==> src/rtl/stopwatch_core_bcd.sv <==
// BCD stopwatch / countdown core: minutes, seconds, fraction as two-digit BCD fields,
// with preset load, synchronous clear, lap capture and a registered wrap pulse.
module stopwatch_core_bcd #(
  parameter logic [7:0] FRAC_MAX     = 8'h99,
  parameter logic [7:0] SEC_MAX      = 8'h59,
  parameter logic [7:0] MIN_MAX      = 8'h59,
  parameter bit         STOP_AT_ZERO = 1'b1
) (
  input  logic       clk_core,
  input  logic       rst,
  input  logic       en,
  input  logic       clr,
  input  logic       dir,
  input  logic       load,
  input  logic [7:0] load_min,
  input  logic [7:0] load_sec,
  input  logic [7:0] load_frac,
  input  logic       lap,
  output logic [7:0] min_o,
  output logic [7:0] sec_o,
  output logic [7:0] frac_o,
  output logic [7:0] lap_min_o,
  output logic [7:0] lap_sec_o,
  output logic [7:0] lap_frac_o,
  output logic       lap_valid_o,
  output logic       wrap_o,
  output logic       zero_o
);

  logic [7:0] min_q, min_d, sec_q, sec_d, frac_q, frac_d;
  logic [7:0] lap_min_q, lap_sec_q, lap_frac_q;
  logic       lap_valid_q, wrap_q, wrap_d;

  // Clamp each digit to 9, then the whole field to its terminal value.
  function automatic logic [7:0] bcd_sat(input logic [7:0] v, input logic [7:0] mx);
    logic [3:0] hi, lo;
    logic [7:0] r;
    hi = (v[7:4] > 4'd9) ? 4'd9 : v[7:4];
    lo = (v[3:0] > 4'd9) ? 4'd9 : v[3:0];
    r  = {hi, lo};
    return (r > mx) ? mx : r;
  endfunction

  function automatic logic [7:0] bcd_inc(input logic [7:0] v);
    return (v[3:0] == 4'd9) ? {v[7:4] + 4'd1, 4'd0} : {v[7:4], v[3:0] + 4'd1};
  endfunction

  function automatic logic [7:0] bcd_dec(input logic [7:0] v);
    return (v[3:0] == 4'd0) ? {v[7:4] - 4'd1, 4'd9} : {v[7:4], v[3:0] - 4'd1};
  endfunction

  always_comb begin
    min_d  = min_q;
    sec_d  = sec_q;
    frac_d = frac_q;
    wrap_d = 1'b0;
    if (clr) begin
      min_d  = 8'h00;
      sec_d  = 8'h00;
      frac_d = 8'h00;
    end else if (load) begin
      min_d  = bcd_sat(load_min, MIN_MAX);
      sec_d  = bcd_sat(load_sec, SEC_MAX);
      frac_d = bcd_sat(load_frac, FRAC_MAX);
    end else if (en) begin
      if (!dir) begin
        // BCD ordering matches binary ordering, so plain compares are safe here.
        if (frac_q < FRAC_MAX) begin
          frac_d = bcd_inc(frac_q);
        end else begin
          frac_d = 8'h00;
          if (sec_q < SEC_MAX) begin
            sec_d = bcd_inc(sec_q);
          end else begin
            sec_d = 8'h00;
            if (min_q < MIN_MAX) begin
              min_d = bcd_inc(min_q);
            end else begin
              min_d  = 8'h00;
              wrap_d = 1'b1;
            end
          end
        end
      end else begin
        if (frac_q != 8'h00) begin
          frac_d = bcd_dec(frac_q);
        end else begin
          frac_d = FRAC_MAX;
          if (sec_q != 8'h00) begin
            sec_d = bcd_dec(sec_q);
          end else begin
            sec_d = SEC_MAX;
            if (min_q != 8'h00) begin
              min_d = bcd_dec(min_q);
            end else if (STOP_AT_ZERO) begin
              min_d  = 8'h00;
              sec_d  = 8'h00;
              frac_d = 8'h00;
            end else begin
              min_d  = MIN_MAX;
              wrap_d = 1'b1;
            end
          end
        end
      end
    end
  end

  always_ff @(posedge clk_core or negedge rst) begin
    if (!rst) begin
      min_q       <= 8'h00;
      sec_q       <= 8'h00;
      frac_q      <= 8'h00;
      wrap_q      <= 1'b0;
      lap_min_q   <= 8'h00;
      lap_sec_q   <= 8'h00;
      lap_frac_q  <= 8'h00;
      lap_valid_q <= 1'b0;
    end else begin
      min_q  <= min_d;
      sec_q  <= sec_d;
      frac_q <= frac_d;
      wrap_q <= wrap_d;
      if (clr) begin
        lap_min_q   <= 8'h00;
        lap_sec_q   <= 8'h00;
        lap_frac_q  <= 8'h00;
        lap_valid_q <= 1'b0;
      end else if (lap) begin
        // Captures the pre-update count, even when a load lands in the same cycle.
        lap_min_q   <= min_q;
        lap_sec_q   <= sec_q;
        lap_frac_q  <= frac_q;
        lap_valid_q <= 1'b1;
      end
    end
  end

  assign min_o       = min_q;
  assign sec_o       = sec_q;
  assign frac_o      = frac_q;
  assign lap_min_o   = lap_min_q;
  assign lap_sec_o   = lap_sec_q;
  assign lap_frac_o  = lap_frac_q;
  assign lap_valid_o = lap_valid_q;
  assign wrap_o      = wrap_q;
  assign zero_o      = (min_q == 8'h00) && (sec_q == 8'h00) && (frac_q == 8'h00);

endmodule

==> config.mk <==
export PLATFORM = sky130hd
export DESIGN_NAME = stopwatch_core_bcd
export DESIGN_NICKNAME = d
export VERILOG_FILES = /design/src/rtl/stopwatch_core_bcd.sv
export SDC_FILE = /design/constraint.sdc
export NUM_CORES = 1
export LEC_CHECK = 0
export CORE_ASPECT_RATIO = 0.7
export CORE_MARGIN = 2
export CORE_UTILIZATION = 45
export DETAILED_ROUTE_END_ITERATION = 8
export HOLD_SLACK_MARGIN = 0.05
export PLACE_DENSITY = 0.74
export SLEW_MARGIN = 20
export SYNTH_ARGS = -nofsm -noshare
export SYNTH_HDL_FRONTEND = slang
export SYNTH_SLANG_ARGS = --single-unit
==> constraint.sdc <==
create_clock -name clk_core -period 2.3 [get_ports clk_core]
set_clock_uncertainty 0.2 [all_clocks]
set_input_delay 0.46 -clock clk_core [delete_from_list [all_inputs] [get_ports clk_core]]
set_output_delay 0.46 -clock clk_core [all_outputs]
set_load 0.005 [all_outputs]
# Word-level counts from Yosys, hierarchy flattened
# Cells that the tools add are included.
[classes]
n_addsub = 12
order_cmp = 12
eq_ne = 13
muxes = 57
reduce_logical = 18
[ops]
columns = ["operator", "count"]
rows = [
  ["two-way mux 8 bit", 41],
  ["inequality test 5 x 4 -> 1 bit (second input constant)", 6],
  ["adder 4 x 1 -> 4 bit (second input constant)", 6],
  ["greater-than comparator 4 bit (second input constant)", 6],
  ["zero test 8 bit", 3],
  ["two-way mux 4 bit", 6],
  ["nonzero test 8 bit", 3],
  ["subtractor 4 x 1 -> 4 bit (second input constant)", 6],
  ["greater-than comparator 8 x 7 -> 1 bit (second input constant)", 2],
  ["less-than comparator 8 x 7 -> 1 bit (second input constant)", 2],
  ["inequality test 4 bit (second input constant)", 4],
  ["equality test 4 bit (second input constant)", 3],
  ["zero test 4 bit", 3],
  ["AND reduction 5 bit", 2],
  ["two-way mux 1 bit", 9],
  ["greater-than comparator 8 bit (second input constant)", 1],
  ["less-than comparator 8 bit (second input constant)", 1],
  ["two-way mux 7 bit", 1],
  ["AND reduction 7 bit", 1],
  ["AND reduction 3 bit", 2],
  ["nonzero test 3 bit", 1],
  ["logical AND 1 bit", 2],
  ["nonzero test 2 bit", 1],
]
[word_totals]
ff_bits = 50
inputBits = 31

# Longest topological paths before layout
[depth]
depth_word = 9
ltp_mapped = 9
depth_no_buf = 7

# Worst setup path after synthesis
# OpenSTA, ideal clock, no wires.
[synth_path]
path_type = "flip-flop to flip-flop"
from = "register frac_q[5] (netlist: frac_o[5])"
to = "register min_q[0] (netlist: min_o[0])"
setup_time_ns = 0.128
arrival_time_ns = 2.091
t_required_ns = 1.972
slack_ns = -0.118
stages_incl_launch_ff = 10
synth_period_minus_slack_ns = 2.418
cell_sequence = "dfrtp_1 -> clkbuf_2 -> inv_1 -> ha_1 -> nor3b_1 -> nand2_2 -> a211o_1 -> buf_6 -> nor2_2 -> mux2_1"
[synth_via]
elab_chain_len = 3
[synth_rtl]
columns = ["element", "line_no", "source"]
rows = [
  ["start: declaration", "30", "logic [7:0] min_q, min_d, sec_q, sec_d, frac_q, frac_d;"],
  ["start signal: assignment", "122", "frac_q <= frac_d;"],
  ["less-than comparator 8 bit / nonzero test 8 bit (equally long branches)", "68, 85", ""],
  ["inequality test 4 bit (no source line)", "--", ""],
  ["AND reduction 5 bit (no source line) *", "--", ""],
  ["end signal: assignment", "120", "min_q <= min_d;"],
  ["end: declaration", "30", ""],
]
# Every way passes the cells marked *; elsewhere a longest branch is shown, timed or not.
# A chain may end at the register's enable or synchronous reset.

# Final worst setup path
[layout_path]
from = "register min_q[5] (netlist: min_o[5])"
to = "output port zero_o"
[layout_via]
elab_chain_len = 3
[layout_rtl]
columns = ["element", "line_no", "source"]
rows = [
  ["zero test 8 bit", "147", "assign zero_o = (min_q == 8'h00) && (sec_q == 8'h00) && (frac_q == 8'h00);"],
  ["logical AND 1 bit (2 in a row)", "147", ""],
  ["end: declaration", "27", "output logic zero_o"],
]
# Every way passes these cells.

==> reports/qor.txt <==
Status - finished, violations left
Violated checks - negative setup slack
Layout cells sized above 1 - 0.285
Tightest Pin Transition - 0.454 ns
CP Launch Type - flop
Hold Fails Final Rpt - 0
Pins Over Slew Limit - 0
Post-synth EDFFs - 0
Most common cell after layout, fill and taps aside - buf_4
TritonCTS Sinks - 50
Fmax - 427 MHz
Synth Net Count - 449
DP Cell Count - 645
Peak supply drop - 0.000345 V
RD Place Congestion - 0.930
RSZ-0062 raised after global routing - yes
Final Cycle Share - 1.02
Drt pass-1 iters - 7
Area grow syn2layout - 53.1%
Worst Hold Class - flop to flop
Max Cap Violations - 0
DR vias/cell - 5.93
Die area - 8900 um^2
Crit. End Element - output pin
Synthesized cell area - 3670 um^2
Initial antenna violation count - 0
I/O Buffers - 81
Mean Syn Cell Area - 8.99 um^2
IO Pins - 82
Rel. slew slack - 0.697
Crit Path Max Fanout - 2
Mapped Cells - 408
Vias in the first global route - 3,754
Post-DRT Antenna Nets - 0
Final setup TNS - -0.0445 ns
DIE WIDTH - 112 um
Core Box Area - 7870 um^2
Final setup fails - 1
H-tree depth - 2
Worst-skew pair later-pin latency - 0.29 ns
Crit path cell chain - inv_2, ha_4, nor3b_2, buf_4, nand4_1, nor2_2, buf_2
Pre-CTS setup slack - -0.425 ns
Worst Path Arrival - 1.68 ns
N_diodes - 0
Synth cell types - 83
DRC violations left - 0
Flip-flop and latch count after synthesis - 50
Yosys warns - 0
CP required - 1.64 ns
Gr usage total - 0.276
Initial drt markers - 257
Layout Cells excl Fill - 670
Initial Util - 0.466
Hold slack final - 0.318 ns
Pleak - 2.51 nW
CTS root buffer - clkbuf_16
Largest net degree at the start of global routing - 51
Clock tree buffer depth - 2
Critical Path Max Stage Delay - 0.39 ns
Mean routed wirelength per cell - 18.4 um
Total wire length - 12,300 um
GRT overflow - 0
Min Tclk post-route - 2.34 ns
Top_reg_cell synth - dfrtp_1
Row count - 27
Setup CP Type - flop to output pin
Global-route wire length before repair - 19,700 um
Clk slew on worst S/H paths - 0.07 ns
Die height - 79.6 um
Total Nets Final - 609
Via count - 3,973
CP max-delay cell - dfrtp_1
Total design power - 0.00343 W
Pwr Density - 610 nW/um^2
Setup slack after layout - -0.0445 ns
CTS Buf Count - 5
Ys async rst share - 1.00
Post-synthesis sequential area ratio - 0.341
Post-DP HPWL - 8920 um
Most frequent cells in the layout - 93 x buf_4, 75 x clkdlybuf4s50_1, 49 x dfrtp_1
CTS tree - built
-- through the flow --
stage / cell area, um^2 / utilization
2_1_floorplan: 3710 / -
3_3_place_gp: 5120 / 0.651
3_5_place_dp: 5120 / 0.651
4_1_cts: 5370 / 0.683
5_1_grt: 5620 / 0.714
6_report: 5620 / 0.714
-- critical path: cells and delay by family (launching register included) --
family | cells | cell delay, ns
simple gates | 3 | 0.50
flops | 1 | 0.39
buf+inv | 3 | 0.38
fa+ha+maj | 1 | 0.13
-- report_power, final --
| part | internal, W | leakage (nW) | total (W) | switching (W) |
|---|---|---|---|---|
| Sequential | 0.000958 | 0.673 | 0.00102 | 0.0000673 |
| Clock | 0.000515 | 0.0781 | 0.000827 | 0.000313 |
| Combinational | 0.000827 | 1.76 | 0.00157 | 0.000746 |
| Total | 0.00230 | 2.51 | 0.00343 | 0.00113 |
-- routing by layer --
layer  routed length, um  track usage
met1                5440        0.404
met5                   0            0
met2                5510        0.437
met3                1230       0.0456
met4                 128       0.0476
-- logic make-up (layout without fill, tap and decap cells) --
family                     after synthesis  count (layout)  share of synthesized area
and+or+nand+nor                        140             140                      0.209
AOI/OAI and AO/OA                      122             122                      0.247
DFF                                     50              50                      0.341
buffers and inverters                   47             208                     0.0648
muxes                                   32              32                     0.0880
adders and majority gates               10              10                     0.0341
xor gates and xnor gates                 7               7                     0.0167
-- worst paths after layout --
path	startpoint	endpoint	slack, ns	depth (start not counted)
setup / recovery	min_o[5]	zero_o	-0.04	7
max in group asynchronous	rst	sec_o[7]	1.15	3
setup reg to reg	frac_o[5]	min_o[6]	0.06	7
min in group asynchronous	rst	lap_min_o[7]	0.48	3
hold / removal	lap_valid_o	lap_valid_o	0.32	2
hold reg to reg	lap_valid_o	lap_valid_o	0.32	2
-- registers in the layout, summed over array words and instances, names as in the netlist --
name         flops
sec_o            8
frac_o           8
wrap_o           1
min_o            8
lap_frac_o       8
lap_valid_o      1
lap_sec_o        8
lap_min_o        8
-- area by class of cell --
type | instances | area (um^2)
clock buffer | 7 | 133
clock inverter | 1 | 30.0
fill | 606 | 2250
inverter | 15 | 56.3
multi-input combinational | 311 | 2380
sequential | 50 | 1250
tap | 101 | 126
timing repair buffer | 185 | 1640
-- synth_stat cells (all sizes together) (4+ instances only) --
| cell type | number | area [um^2] |
|---|---|---|
| nor3 | 10 | 61.3 |
| dfrtp | 50 | 1250 |
| xnor2 | 4 | 35.0 |
| a31oi | 5 | 31.3 |
| a311oi | 4 | 35.0 |
| a211oi | 5 | 42.5 |
| clkbuf | 15 | 57.6 |
| o31ai | 5 | 37.5 |
| o21a | 6 | 46.3 |
| nand2 | 27 | 104 |
| a21oi | 18 | 90.1 |
| ha | 10 | 125 |
| buf | 17 | 124 |
| a211o | 4 | 36.3 |
| a32o | 6 | 60.1 |
| nor3b | 7 | 57.6 |
| nor4 | 5 | 61.3 |
| inv | 15 | 56.3 |
| mux2i | 30 | 300 |
| nor2 | 49 | 186 |
| o21ai | 28 | 140 |
| or3 | 5 | 31.3 |
| nand3 | 6 | 30.0 |
-- repair_timing --
action / in CTS / in global routing
hold endpoints to repair: 50 / 0
resized for setup: 18 / 36
buffers inserted: 3 / 14
setup endpoints to repair: 14 / 15
hold buffers: 1 / 0
pin swaps: 5 / 15
Note: power is estimated with default switching activity, not from simulation.
